`config.mk`:
```
export PLATFORM = sky130hd
export DESIGN_NAME = counter_updown_mod
export DESIGN_NICKNAME = d
export VERILOG_FILES = /design/src/rtl/counter_updown_mod.sv
export SDC_FILE = /design/constraint.sdc
export NUM_CORES = 1
export LEC_CHECK = 0
export CAP_MARGIN = 20
export CORE_AREA = 5 5 42 44
export DETAILED_ROUTE_END_ITERATION = 12
export DIE_AREA = 0 0 47 49
export MAX_ROUTING_LAYER = met4
export PLACE_DENSITY = 0.78
export SLEW_MARGIN = 0
export SYNTH_ARGS = -nofsm -noshare
export SYNTH_HDL_FRONTEND = slang
export SYNTH_SLANG_ARGS = --single-unit
export TNS_END_PERCENT = 1
```
`constraint.sdc`:
```
create_clock -name CLK -period 5.35 [get_ports CLK]
set_clock_uncertainty 0.2 [all_clocks]
set_input_delay 1.07 -clock CLK [delete_from_list [all_inputs] [get_ports CLK]]
set_output_delay 1.07 -clock CLK [all_outputs]
set_load 0.01 [all_outputs]
```
`src/rtl/counter_updown_mod.sv`:
```
// Parametrised up/down counter over 0..MAX with parallel load, wrap or saturate
// mode, a combinational terminal count for cascading and a registered wrap pulse.
module counter_updown_mod #(
  parameter int WIDTH = 4,
  parameter int MAX   = 15
) (
  input  logic             CLK,
  input  logic             RESET,
  input  logic             EN,
  input  logic             UP,
  input  logic             LOAD,
  input  logic [WIDTH-1:0] DIN,
  input  logic             SAT,
  output logic [WIDTH-1:0] out,
  output logic             TC,
  output logic             WRAP
);

  if (WIDTH < 2 || WIDTH > 16 || MAX < 1 || MAX > (1 << WIDTH) - 1) begin : g_param_err
    $error("counter_updown_mod: WIDTH must be 2..16 and MAX must be 1..2^WIDTH-1");
  end

  localparam logic [WIDTH-1:0] MAXV = WIDTH'(MAX);
  localparam logic [WIDTH-1:0] ONE  = WIDTH'(1);

  function automatic logic [WIDTH-1:0] clamp_load(input logic [WIDTH-1:0] v);
    return (v > MAXV) ? MAXV : v;
  endfunction

  logic             at_max;
  logic             at_zero;
  logic [WIDTH-1:0] cnt_nxt;
  logic             wrap_nxt;

  assign at_max  = (out == MAXV);
  assign at_zero = (out == '0);
  assign TC      = EN & ((UP & at_max) | (~UP & at_zero));

  // Boundary tests come before any +1/-1 so the count never leaves 0..MAX.
  always_comb begin
    cnt_nxt  = out;
    wrap_nxt = 1'b0;
    if (LOAD) begin
      cnt_nxt = clamp_load(DIN);
    end else if (EN) begin
      if (UP) begin
        if (!at_max) begin
          cnt_nxt = out + ONE;
        end else if (!SAT) begin
          cnt_nxt  = '0;
          wrap_nxt = 1'b1;
        end
      end else begin
        if (!at_zero) begin
          cnt_nxt = out - ONE;
        end else if (!SAT) begin
          cnt_nxt  = MAXV;
          wrap_nxt = 1'b1;
        end
      end
    end
  end

  always_ff @(posedge CLK) begin
    if (RESET) begin
      out  <= '0;
      WRAP <= 1'b0;
    end else begin
      out  <= cnt_nxt;
      WRAP <= wrap_nxt;
    end
  end

endmodule

```
==> flow_metrics.py <==
metrics = {
    "worst_setup_path": {
        "r2r_setup_slack_ps": 3300,
        "rr_startpoint": "out[0]",
        "worstSetupEndpointType": "output port",
        "arrival_ps": 2790,
        "cp-start-kind": "input port",
        "worstSetupPathType": "in -> out",
        "r2r_cells": 7,
        "regToRegEndpoint": "out[3]",
        "path_max_fanout": 8,
        "crit_required_ps": 4080,
    },
    "finish": {
        "finalNetCount": 83,
        "drive_above_1_share": 0.157,
        "n_antenna_cell": 0,
        "final_common_cell": "clkdlybuf4s50_1",
        "final_cell_mix": "15 x clkdlybuf4s50_1, 6 x inv_1, 5 x dfxtp_1, 5 x o21ai_0, 4 x nor2_1",
        "area_growth_syn_to_layout_pct": 35.2,
    },
    "power_and_ir_drop": {
        "p_per_area_mw_per_mm2": 207,
        "p_leak_nw": 0.258,
        "vdd_ir_drop_max_mv": 0.140,
    },
    "cts": {
        "clockBufferDepth": 2,
        "htree_levels": 1,
        "root_buffer": "clkbuf_4",
        "cts.repair.resized": 0,
        "ctsHoldBuffers": 0,
        "cts_buffers": 3,
        "post_cts_buffers": 0,
        "cts_tree": "built",
        "clock_latency_ps": 240,
        "clock-sinks": 5,
        "clk_pin_slew_worst_paths_ps": 40,
    },
    "floorplanning": {
        "fp.dieW_um": 47,
        "start_util": 0.343,
        "io_pins": 16,
        "die_area_mm2": 0.00230,
        "core_area_mm2": 0.00140,
        "die_h_um": 49,
        "rows": 14,
    },
    "sta": {
        "finalCritPeriodShare": 0.760,
        "max_freq_mhz": 246,
        "slew_violations": 0,
        "slew_headroom": 0.686,
        "hold_viol": 0,
        "finalHoldWorstSlack_ps": 466,
        "period_minus_slack_ps": 4060,
        "setup_tns_ps": 0,
        "worstMarginPinSlew_ps": 470,
        "rsz0062_at_grt": "false",
        "setup_viol": 0,
    },
    "synth": {
        "synth_fp_nets": 66,
        "synth_compound_area_frac": 0.346,
        "syn_area_per_cell_um2": 8.90,
        "synth-seq-cells": 5,
        "yosys_warnings": 0,
        "syn_area_um2": 480,
        "ys_types": 31,
        "synth_edf_count": 0,
        "synth_mux_area_frac": 0.0417,
        "synth-xor-area-share": 0.0365,
        "synthAdderAreaFrac": 0.0521,
        "syn_inst": 54,
        "synthSimpleGateAreaFrac": 0.211,
        "synth_top_family_by_area": "compound AO/OA/AOI/OAI gates",
        "synth_top_flop_cell": "dfxtp_1",
        "synth_seq_area_share": 0.208,
        "async_flop_share": 0,
    },
    "global_routing": {
        "grt_overflow": 0,
        "grt_max_degree": 12,
        "grt_first_pass_wirelength_mm": 1.76,
        "antenna_found_initial": 0,
        "grt_pass1_vias": 418,
        "grt_util_all_layers": 0.105,
    },
    "min_path": {
        "min_to": "out[0]",
        "hp-class": "reg -> reg",
        "holdPathStages": 2,
        "hp-start": "out[0]",
    },
    "routing": {
        "routedWlPerCell_um": 12.1,
        "num_vias": 452,
        "drt_iter0_drc": 3,
        "first_pass_iters": 2,
        "via_per_inst": 5.26,
        "totalWireLength_mm": 1.04,
        "drc": 0,
        "ant_nets": 0,
    },
    "run": {
        "cap_violations": 0,
    },
    "place": {
        "port_buffers": 15,
        "detailed_place_hpwl_um": 826,
        "gp_congestion": 0.829,
    },
    "run_status": {
        "status": "complete, no violations",
    },
}
==> flip-flops by register name, indices dropped and copies added, names as in the netlist <==
register	count
out	4
WRAP	1
==> power breakdown <==
group | total [mW] | switching [mW] | leakage [nW] | internal (mW)
Combinational | 0.0433 | 0.0183 | 0.202 | 0.0249
Sequential | 0.0477 | 0.00747 | 0.0414 | 0.0402
Clock | 0.0436 | 0.0154 | 0.0150 | 0.0282
==> per-stage QoR <==
step / instances / setup WS, ps / area [um2] / util / total power [mW]
floorplan: 54 / 2370 / 480 / - / 0.0755
global placement: 82 / 1300 / 623 / 0.445 / 0.0910
detailed placement: 82 / 1290 / 623 / 0.445 / 0.0916
CTS: 86 / 1290 / 649 / 0.463 / 0.136
global route: 86 / 1220 / 649 / 0.463 / 0.145
finish: 86 / 1290 / 649 / 0.463 / 0.135
==> worst max-delay path: stages <==
cell and delay [ps]:
clkdlybuf4s50_1 680, and3_4 280, a21oi_4 70, nor2_1 140, clkdlybuf4s50_1 560
==> logic make-up (layout without fill, tap and decap cells) <==
| logic type | Yosys count | in the layout |
|---|---|---|
| AOI/OAI and AO/OA | 20 | 20 |
| xor gates and xnor gates | 2 | 2 |
| adders and majority gates | 2 | 2 |
| DFF | 5 | 5 |
| and+or+nand+nor | 14 | 14 |
| muxes | 2 | 2 |
| buffers and inverters | 9 | 25 |
==> layer usage <==
metal	part of all wire	routed length, um	vias up	global-route usage
met4	0.029	30	0	0.0553
met1	0.44	459	201	0.118
met2	0.48	495	14	0.165
met3	0.051	53	5	0.0221
met5	0	0	-	-
li1	-	-	232	-
==> worst max-delay path by stage <==
| stage | startpoint | end | slack (ps) | cells past startpoint |
|---|---|---|---|---|
| 6_report | UP | TC | 1290 | 5 |
| 5_1_grt | UP | TC | 1220 | 5 |
| 2_1_floorplan | UP | TC | 2370 | 4 |
| 4_1_cts | UP | TC | 1290 | 5 |
| 3_3_place_gp | UP | TC | 1300 | 5 |
| 3_5_place_dp | UP | TC | 1290 | 5 |
==> cell usage after synthesis, types with 2 or more instances <==
master   instances  area (um2)
nor2_1           4        15.0
a21oi_1          2        10.0
o21ai_0          5        25.0
dfxtp_1          5         100
o31a_1           2        17.5
buf_6            2        22.5
nand2_1          3        11.3
ha_1             2        25.0
inv_1            6        22.5
mux2i_1          2        20.0
==> final cells by class <==
type / count / area [um2]
Clock buffer: 4 / 26.3
Fill cell: 146 / 752
Inverter: 6 / 22.5
Multi-Input combinational cell: 40 / 330
Sequential cell: 5 / 100
Tap cell: 16 / 20.0
Timing Repair Buffer: 15 / 150
Power figures use the tool's default switching activity.
